--- src/rtl/instr_fetch_queue_if.sv ---
// Fetch-queue bus: instruction-memory handshake, redirect from execute,
// and the decode-side valid/stall port, grouped for one connection.
interface instr_fetch_queue_if;
    logic        IMemReq;
    logic [31:0] IMemAddr;
    logic        IMemAck;
    logic [31:0] IMemData;
    logic        Redirect;
    logic [31:0] RedirectPC;
    logic        Stall;
    logic        InstValid;
    logic [31:0] Instruction;
    logic [31:0] InstPC;

    // The fetch unit drives memory requests and the decode head.
    modport master (
        output IMemReq, IMemAddr, InstValid, Instruction, InstPC,
        input  IMemAck, IMemData, Redirect, RedirectPC, Stall
    );

    // Memory, execute and decode side of the same bus.
    modport slave (
        input  IMemReq, IMemAddr, InstValid, Instruction, InstPC,
        output IMemAck, IMemData, Redirect, RedirectPC, Stall
    );
endinterface

--- src/rtl/instr_fetch_queue.sv ---
// Instruction fetch front end: sequential prefetch into a DEPTH-entry FIFO,
// head presented to decode with valid/stall, flush-and-refetch on redirect.
module instr_fetch_queue #(
    parameter int          DEPTH    = 4,
    parameter logic [31:0] RESET_PC = 32'h0000_0000
) (
    input logic                  clk,
    input logic                  reset,
    instr_fetch_queue_if.master  bus
);
    localparam int AW = $clog2(DEPTH);
    localparam logic [AW:0]   FULL    = (AW+1)'(DEPTH);
    localparam logic [AW:0]   CNT_ONE = (AW+1)'(1);
    localparam logic [AW-1:0] PTR_ONE = AW'(1);

    typedef enum logic [1:0] {IDLE, REQ, DROP} state_t;

    state_t        state;
    logic [31:0]   fetch_pc;
    logic [31:0]   req_addr;
    logic [AW:0]   count;
    logic [AW:0]   count_next;
    logic [AW-1:0] wr_ptr;
    logic [AW-1:0] rd_ptr;
    logic [31:0]   mem_word [DEPTH];
    logic [31:0]   mem_pc   [DEPTH];
    logic          push;
    logic          pop;
    logic [31:0]   redirect_pc;

    // Redirect wins over push and pop; acked data in a redirect cycle is dropped.
    assign push        = (state == REQ) && bus.IMemAck && !bus.Redirect;
    assign pop         = (count != '0) && !bus.Stall && !bus.Redirect;
    assign redirect_pc = bus.RedirectPC & 32'hFFFF_FFFC;

    // Occupancy after this cycle's push/pop, used to decide whether to keep fetching.
    always_comb begin
        count_next = count;
        case ({push, pop})
            2'b10:   count_next = count + CNT_ONE;
            2'b01:   count_next = count - CNT_ONE;
            default: count_next = count;
        endcase
    end

    // Fetch FSM, fetch PC, request address and FIFO pointers. req_addr is kept
    // separate from fetch_pc so a request pending across a redirect keeps its address.
    always_ff @(posedge clk or posedge reset) begin
        if (reset) begin
            state    <= IDLE;
            fetch_pc <= RESET_PC;
            req_addr <= RESET_PC;
            count    <= '0;
            wr_ptr   <= '0;
            rd_ptr   <= '0;
        end else if (bus.Redirect) begin
            count    <= '0;
            wr_ptr   <= '0;
            rd_ptr   <= '0;
            fetch_pc <= redirect_pc;
            case (state)
                IDLE: begin
                    state    <= REQ;
                    req_addr <= redirect_pc;
                end
                REQ: begin
                    if (bus.IMemAck) begin
                        state    <= REQ;
                        req_addr <= redirect_pc;
                    end else begin
                        state    <= DROP;
                    end
                end
                DROP: begin
                    // The old request is still owed an ack; a new target just replaces
                    // the pending one. If it completes now, the next one is dropped too.
                    state <= DROP;
                    if (bus.IMemAck) req_addr <= redirect_pc;
                end
                default: state <= IDLE;
            endcase
        end else begin
            count <= count_next;
            if (push) wr_ptr <= wr_ptr + PTR_ONE;
            if (pop)  rd_ptr <= rd_ptr + PTR_ONE;
            case (state)
                IDLE: begin
                    if (count < FULL) state <= REQ;
                end
                REQ: begin
                    if (bus.IMemAck) begin
                        fetch_pc <= fetch_pc + 32'd4;
                        req_addr <= fetch_pc + 32'd4;
                        state    <= (count_next < FULL) ? REQ : IDLE;
                    end
                end
                DROP: begin
                    if (bus.IMemAck) begin
                        state    <= REQ;
                        req_addr <= fetch_pc;
                    end
                end
                default: state <= IDLE;
            endcase
        end
    end

    // FIFO storage; contents are only observed through count, so no reset is needed.
    always_ff @(posedge clk) begin
        if (push) begin
            mem_word[wr_ptr] <= bus.IMemData;
            mem_pc[wr_ptr]   <= fetch_pc;
        end
    end

    assign bus.IMemReq     = (state == REQ) || (state == DROP);
    assign bus.IMemAddr    = req_addr;
    assign bus.InstValid   = (count != '0);
    assign bus.Instruction = bus.InstValid ? mem_word[rd_ptr] : 32'h0;
    assign bus.InstPC      = bus.InstValid ? mem_pc[rd_ptr]   : 32'h0;
endmodule

--- src/flat_wrapper.sv ---
// flat-port wrapper written by rule: the top's interface ports become plain ports
module instr_fetch_queue_flat 
#(
    parameter int          DEPTH    = 4,
    parameter logic [31:0] RESET_PC = 32'h0000_0000
)
  (clk, reset, bus_IMemReq, bus_IMemAddr, bus_InstValid, bus_Instruction, bus_InstPC, bus_IMemAck, bus_IMemData, bus_Redirect, bus_RedirectPC, bus_Stall);
  instr_fetch_queue_if bus_i ();
  input logic clk;
  input logic reset;
  output wire logic [$bits(bus_i.IMemReq)-1:0] bus_IMemReq;
  output wire logic [$bits(bus_i.IMemAddr)-1:0] bus_IMemAddr;
  output wire logic [$bits(bus_i.InstValid)-1:0] bus_InstValid;
  output wire logic [$bits(bus_i.Instruction)-1:0] bus_Instruction;
  output wire logic [$bits(bus_i.InstPC)-1:0] bus_InstPC;
  input wire logic [$bits(bus_i.IMemAck)-1:0] bus_IMemAck;
  input wire logic [$bits(bus_i.IMemData)-1:0] bus_IMemData;
  input wire logic [$bits(bus_i.Redirect)-1:0] bus_Redirect;
  input wire logic [$bits(bus_i.RedirectPC)-1:0] bus_RedirectPC;
  input wire logic [$bits(bus_i.Stall)-1:0] bus_Stall;
  assign bus_IMemReq = bus_i.IMemReq;
  assign bus_IMemAddr = bus_i.IMemAddr;
  assign bus_InstValid = bus_i.InstValid;
  assign bus_Instruction = bus_i.Instruction;
  assign bus_InstPC = bus_i.InstPC;
  assign bus_i.IMemAck = bus_IMemAck;
  assign bus_i.IMemData = bus_IMemData;
  assign bus_i.Redirect = bus_Redirect;
  assign bus_i.RedirectPC = bus_RedirectPC;
  assign bus_i.Stall = bus_Stall;
  instr_fetch_queue #(.DEPTH(DEPTH), .RESET_PC(RESET_PC)) u_core (.clk(clk), .reset(reset), .bus(bus_i));
endmodule
--- config.mk ---
export PLATFORM = sky130hd
export DESIGN_NAME = instr_fetch_queue_flat
export DESIGN_NICKNAME = d
export VERILOG_FILES = /design/src/rtl/instr_fetch_queue_if.sv /design/src/rtl/instr_fetch_queue.sv /design/src/flat_wrapper.sv
export SDC_FILE = /design/constraint.sdc
export NUM_CORES = 1
export LEC_CHECK = 0
export BUFFER_PORTS_ARGS = -buffer_cell sky130_fd_sc_hd__buf_4
export CORE_MARGIN = 3
export CORE_UTILIZATION = 52
export DETAILED_ROUTE_END_ITERATION = 8
export GPL_TIMING_DRIVEN = 0
export PLACE_DENSITY = 0.85
export SETUP_SLACK_MARGIN = 0.5
export SYNTH_ARGS = -nofsm -noshare
export SYNTH_HDL_FRONTEND = slang
export SYNTH_SLANG_ARGS = --single-unit
--- constraint.sdc ---
create_clock -name clk -period 2.96 [get_ports clk]
set_input_delay 0.592 -clock clk [delete_from_list [all_inputs] [get_ports clk]]
set_output_delay 0.592 -clock clk [all_outputs]
set_load 0.005 [all_outputs]
-- Word-level counts from Yosys, hierarchy flattened
Memories as Yosys holds them, arrays and structs flattened.
Index checks and enable logic that the tools add are counted.
- add/subtract/negate cells: 5
- magnitude comparators: 2
- reduce and logical (&&, ||, !) cells: 18
- mux-type cells: 26
- equal/unequal tests: 9
- operator list (cell ; number):
    two-way mux 32 bit ; 8
    one-hot mux 32 bit (2 select lines) ; 2
    adder 32 x 3 -> 32 bit, second input constant ; 1
    two-way mux 2 bit ; 9
    one-hot mux 2 bit (3 select lines) ; 2
    inequality test 3 bit, second input constant ; 3
    nonzero test 2 bit ; 4
    < comparator 3 bit, second input constant ; 2
    inequality test 3 x 2 -> 1 bit, second input constant ; 2
    one-hot mux 3 bit (2 select lines) ; 1
    nonzero test 3 bit ; 2
    AND reduction 5 bit ; 1
    adder 2 x 1 -> 2 bit, second input constant ; 2
    == test 2 x 1 -> 1 bit, second input constant ; 2
    == test 2 bit, second input constant ; 2
    logical AND 1 bit ; 4
    adder 3 x 1 -> 3 bit, second input constant ; 1
    two-way mux 1 bit ; 3
    two-way mux 3 bit ; 1
    AND reduction 3 bit ; 1
    subtractor 3 x 1 -> 3 bit, second input constant ; 1
    logical NOT 1 bit ; 2
    logical NOT 2 bit ; 1
    AND reduction 2 bit ; 1
    other kinds (2) ; 2
- input port bits: 69
- memories: 2
- bits in registers: 73
- memory bits (writable): 256
- memory list (name ; words ; bits a word ; rd ports ; clocked after Yosys merged registers in ; write ports ; line ; source):
    u_core.mem_pc ; 4 ; 32 ; 1 ; 0 ; 1 ; instr_fetch_queue.sv:26 ; logic [31:0] mem_pc [DEPTH];
    u_core.mem_word ; 4 ; 32 ; 1 ; 0 ; 1 ; instr_fetch_queue.sv:25 ; logic [31:0] mem_word [DEPTH];

-- Longest topological paths before layout
- word-level depth: 10
- depth in mapped cells: 13
- depth with buffers taken out: 13

-- Worst setup path before layout
No wires, ideal clock.
- path type: reg-to-reg
- start point: reg u_core.state[1]
- end point: mem u_core.mem_pc[0][10], enable pin
- period minus slack after synthesis: 3.178 ns
- path slack: -0.218 ns
- cell stages (with the launch flop): 6
- arrival time: 2.751 ns
- setup time: 0.427 ns
- data required time: 2.533 ns
- path through: dfrtp_1 inv_1 ha_1 and2_1 buf_1 and3_1
- cells in the longest elaborated chain, start to end: 5
- RTL lines (element ; line ; source):
    start, declared ; instr_fetch_queue.sv:18 ; state_t state;
    start signal, assigned ; instr_fetch_queue.sv:94 ; state <= (count_next < FULL) ? REQ : IDLE;
    == test 2 x 1 -> 1 bit ; instr_fetch_queue.sv:32 ; assign push = (state == REQ) && bus.IMemAck && !bus.Redirect;
    logical AND 1 bit (2 in series) ; instr_fetch_queue.sv:32 ;
    two-way mux 1 bit ; instr_fetch_queue.sv:110 ; if (push) begin
    two-way mux 1 bit (not written as such) ; instr_fetch_queue.sv:112 ; mem_pc[wr_ptr] <= fetch_pc;
    end, declared ; instr_fetch_queue.sv:26 ;
Every way passes these cells.

-- Worst setup path after layout
- start point: reg u_core.count[0]
- end point: reg u_core.state[0]
- cells in the longest elaborated chain, start to end: 10
- elaborated cells between the ends (all ways): 16
- those cells by class: add/sub: 2; order compare: 2; eq/ne: 3; mux: 5; reduce/logical: 4
- RTL lines (element ; line ; source):
    start, declared ; instr_fetch_queue.sv:21 ; logic [AW:0] count;
    start signal, assigned ; instr_fetch_queue.sv:83 ; count <= count_next;
    nonzero test 3 bit ; instr_fetch_queue.sv:33 ; assign pop = (count != '0) && !bus.Stall && !bus.Redirect;
    logical AND 1 bit (2 in series) ; instr_fetch_queue.sv:33 ;
    == test 2 x 1 -> 1 bit or == test 2 bit (tied branches) ; instr_fetch_queue.sv:39 ; case ({push, pop})
    one-hot mux 3 bit (2 select lines) ; instr_fetch_queue.sv:39 ;
    < comparator 3 bit ; instr_fetch_queue.sv:94 ;
    two-way mux 1 bit ; instr_fetch_queue.sv:94 ;
    two-way mux 2 bit ; instr_fetch_queue.sv:91 ; if (bus.IMemAck) begin
    one-hot mux 2 bit (3 select lines) ; instr_fetch_queue.sv:86 ; case (state)
    two-way mux 2 bit ; instr_fetch_queue.sv:56 ; end else if (bus.Redirect) begin
Parallel ways exist; a longest one is shown, timed or not. The select of a mux whose other input is x is not followed.
A chain may end at the register's enable or synchronous reset.

==> metrics.md <==
| Metric | Value |
|---|---|
| Final Max Tran Viols | `0` |
| Yosys top cell by area | `edfxtp_1` |
| VDD IR max | `0.0005475 V` |
| Initial antenna violation count | `0` |
| Lkg Pwr | `6.133 nW` |
| HPWL Detailed | `21320 µm` |
| PortBufs | `162` |
| Worst-path clk slew | `0.06 ns` |
| Power share of the clock group | `35.5%` |
| Crit path DAT | `3.04 ns` |
| Drt first pass iters | `5` |
| Worst EP required | `3.37 ns` |
| Worst-Margin Slew | `0.9202 ns` |
| Clock Root Buffer | `clkbuf_16` |
| I/O Pins | `167` |
| Commonest non-fill, non-tap cell in the layout | `edfxtp_1` |
| First-pass GRT wire length | `51220 µm` |
| Top cell type's share of synthesized area | `54.50%` |
| Drt drc | `0` |
| Post-synthesis sequential area ratio | `67.31%` |
| HP Class | `input port to async pin` |
| Skew-Pair Late Insertion Delay | `0.51 ns` |
| Die Y | `168.1 µm` |
| Min cycle time layout | `2.633 ns` |
| Initial DRC count | `844` |
| Worst Slack Setup Final | `0.3271 ns` |
| Ranking of synthesized cells by area | `edfxtp_1 54%, dfrtp_1 13%, mux4_2 10%, nor2b_1 3.0%, xor2_1 2.1%` |
| Avg Inst Size Synth | `15.35 µm²` |
| Layout cells sized above 1 | `33.22%` |
| Final Power | `12.07 mW` |
| Total number of vias | `8701` |
| Slew headroom | `38.66%` |
| Pint | `8.954 mW` |
| P per Cell Area | `707.9 mW/mm²` |
| Status | `finished clean` |
| Placed Instance Area | `0.01548 mm²` |
| Most frequent cells in the layout | `248 x edfxtp_1, 186 x buf_4, 66 x dfrtp_1` |
| Post-synth EDFFs | `248` |
| YS warnings | `0` |
| H-tree Lvls | `2` |
| Yosys cell types | `52` |
| Switching part of the total power | `25.83%` |
| Vias in the first global route | `9011` |
| Die footprint | `0.02826 mm²` |
| Flops & latches, synth | `318` |
| Largest net degree at the start of global routing | `71` |
| Crit path from | `u_core.count[0]` |
| Vias per Instance | `5.927` |
| Unrepaired setup endpoints after global routing | `true` |
| Core Footprint | `0.02547 mm²` |
| Final Cell Area | `0.01705 mm²` |
| Post-CTS Hold Fix Bufs | `0` |
| CP endpoint kind | `flip-flop` |
| CTS tree | `yes` |
| CTS sink count | `318` |
| Nets@finish | `1195` |
| GRT Util Overall | `23.37%` |
| CTS buffer count | `34` |
| Psw | `3.119 mW` |
| CP Capture Point | `u_core.state[0]` |
| Reg2reg start | `u_core.count[0]` |
| Critical path type | `flip-flop to flip-flop` |
| Final setup vio count | `0` |
| Synth-to-Final Area Change | `24.79%` |
| Crit Path Max Fanout | `3` |
| R2r setup slk | `0.33 ns` |
| Tcrit/Tclk final | `88.95%` |
| Combinational power share | `17.6%` |
| Dpl ws | `-0.1851 ns` |
| Top_reg_cell synth | `edfxtp_1` |
| Cell Rows | `58` |
| Synth Cell Area | `0.01367 mm²` |
| Diodes inserted | `0` |
| Mapped Cells | `890` |
| Final hold vios | `0` |
| Starting Density | `53.65%` |
| Clock skew | `0.01412 ns` |
| Longest Clk Path Bufs | `3` |
| Sequential Power Share | `46.9%` |
| Final WL | `33530 µm` |
| Peak Freq | `0.3798 GHz` |
| RePlAce Congestion | `0.9531` |
| R2R Path End | `u_core.state[0]` |
| WL per Instance | `22.84 µm` |
| Routed Antenna Nets | `0` |
| Max-Cap Viols | `0` |
| Die Wd | `168.1 µm` |
| Startpoint types | `flip-flop` |
| Ys async rst share | `22.01%` |
| FF-to-FF path depth | `12` |
| Total grt overflow | `0` |
==> critical path, stage by stage (launching register included) <==
cell and delay [ns]:
dfrtp_2 0.43, nor3_4 0.22, clkbuf_8 0.17, nor3_4 0.05, ha_4 0.17, xor2_1 0.14, ha_2 0.19, a21oi_4 0.16
mux2i_4 0.29, xor2_1 0.18, buf_4 0.16, a311oi_2 0.10, o31ai_1 0.29
==> power by group through the flow <==
stage                     registers [mW]  clock network, mW  logic, mW
after detailed placement            5.74                  0       1.95
final                               5.67               4.28       2.12
after global routing                5.71               4.53       2.30
after CTS                           5.66               4.34       2.06
after floorplan                     5.65                  0       1.06
after global placement              5.73                  0       1.87
==> worst min path at each step <==
| stage | to | slack (ns) | cells after the start | from |
|---|---|---|---|---|
| 2_1_floorplan | u_core.mem_pc[0][19] | 0.47 | 0 | u_core.fetch_pc[19] |
| 3_3_place_gp | u_core.bus.IMemAddr[12] | 0.47 | 2 | u_core.bus.IMemAddr[12] |
| 3_5_place_dp | u_core.bus.IMemAddr[3] | 0.47 | 2 | u_core.bus.IMemAddr[3] |
| 4_1_cts | u_core.mem_word[2][7] | 0.27 | 1 | bus_IMemData[7] |
| 5_1_grt | u_core.mem_word[1][8] | 0.27 | 1 | bus_IMemData[8] |
| 6_report | u_core.bus.IMemAddr[18] | 0.28 | 2 | reset |
==> kinds of logic (layout without fill, tap and decap cells) <==
kind of cell / Yosys count / count (layout) / synth area share, %
other: 1 / 2 / 0.02744
buffers and inverters: 70 / 316 / 2.381
flip-flops: 318 / 318 / 67.31
multiplexers: 77 / 77 / 11.41
XOR/XNOR: 54 / 54 / 3.461
AO/OA/AOI/OAI: 93 / 93 / 4.257
adder cells (fa/ha/maj): 13 / 13 / 1.190
AND/OR/NAND/NOR: 264 / 265 / 9.962
==> metal layers <==
metal  routed length [µm]  vias to the layer above  share of wire, %  track usage [%]
met5                    0                        -                 0                0
met4                  981                        0               2.9            6.830
met3                 2540                       68               7.6            4.367
met2                16430                      406                49            38.89
met1                13580                     4417                40            31.96
li1                     -                     3810                 -                -
==> flip-flops by register name, summed over array words and instances (netlist names) <==
register,cells
u_core.bus.IMemAddr,31
u_core.count,3
u_core.fetch_pc,30
u_core.mem_pc,120
u_core.mem_word,128
u_core.rd_ptr,2
u_core.state,2
u_core.wr_ptr,2
==> cell type report <==
class,instances,area [µm²]
multi-input combinational,504,4282
inverter,10,40.04
clock buffer,51,975.9
buffer,60,503.0
tap,330,412.9
sequential,318,9204
clock inverter,10,157.7
timing repair buffer,185,1479
fill,1703,8418
==> metrics by stage <==
stage | cells | utilization [%] | hold WS, ns | TNS [ns]
2_1_floorplan | 891 | - | 0.4710 | 0
3_3_place_gp | 1383 | 60.30 | 0.4684 | -140.34
3_5_place_dp | 1387 | 60.77 | 0.4708 | -0.1851
4_1_cts | 1461 | 66.48 | 0.2729 | 0
5_1_grt | 1468 | 66.95 | 0.2728 | 0
6_report | 1468 | 66.95 | 0.2843 | 0
==> synthesized netlist by cell type (all sizes together) (6+ instances only) <==
master and number:
o21ai 41, ha 13, nor2 55, clkbuf 29, mux2 10, xor2 33
a21oi 18, edfxtp 248, dfrtp 70, a221oi 7, mux4 62, nor3 6
xnor2 21, nor2b 65, nand3 18, inv 10, and3 11, buf 31
and2 7, nand2 59, nand4 26
==> repair_timing <==
item / in CTS / in global routing
endpoints found under the setup margin: 285 / 231
pin swaps: 9 / 8
setup buffers: 12 / 6
gates cloned: 1 / 1
gates resized for setup: 69 / 16
(Power assumes the default switching activity.)
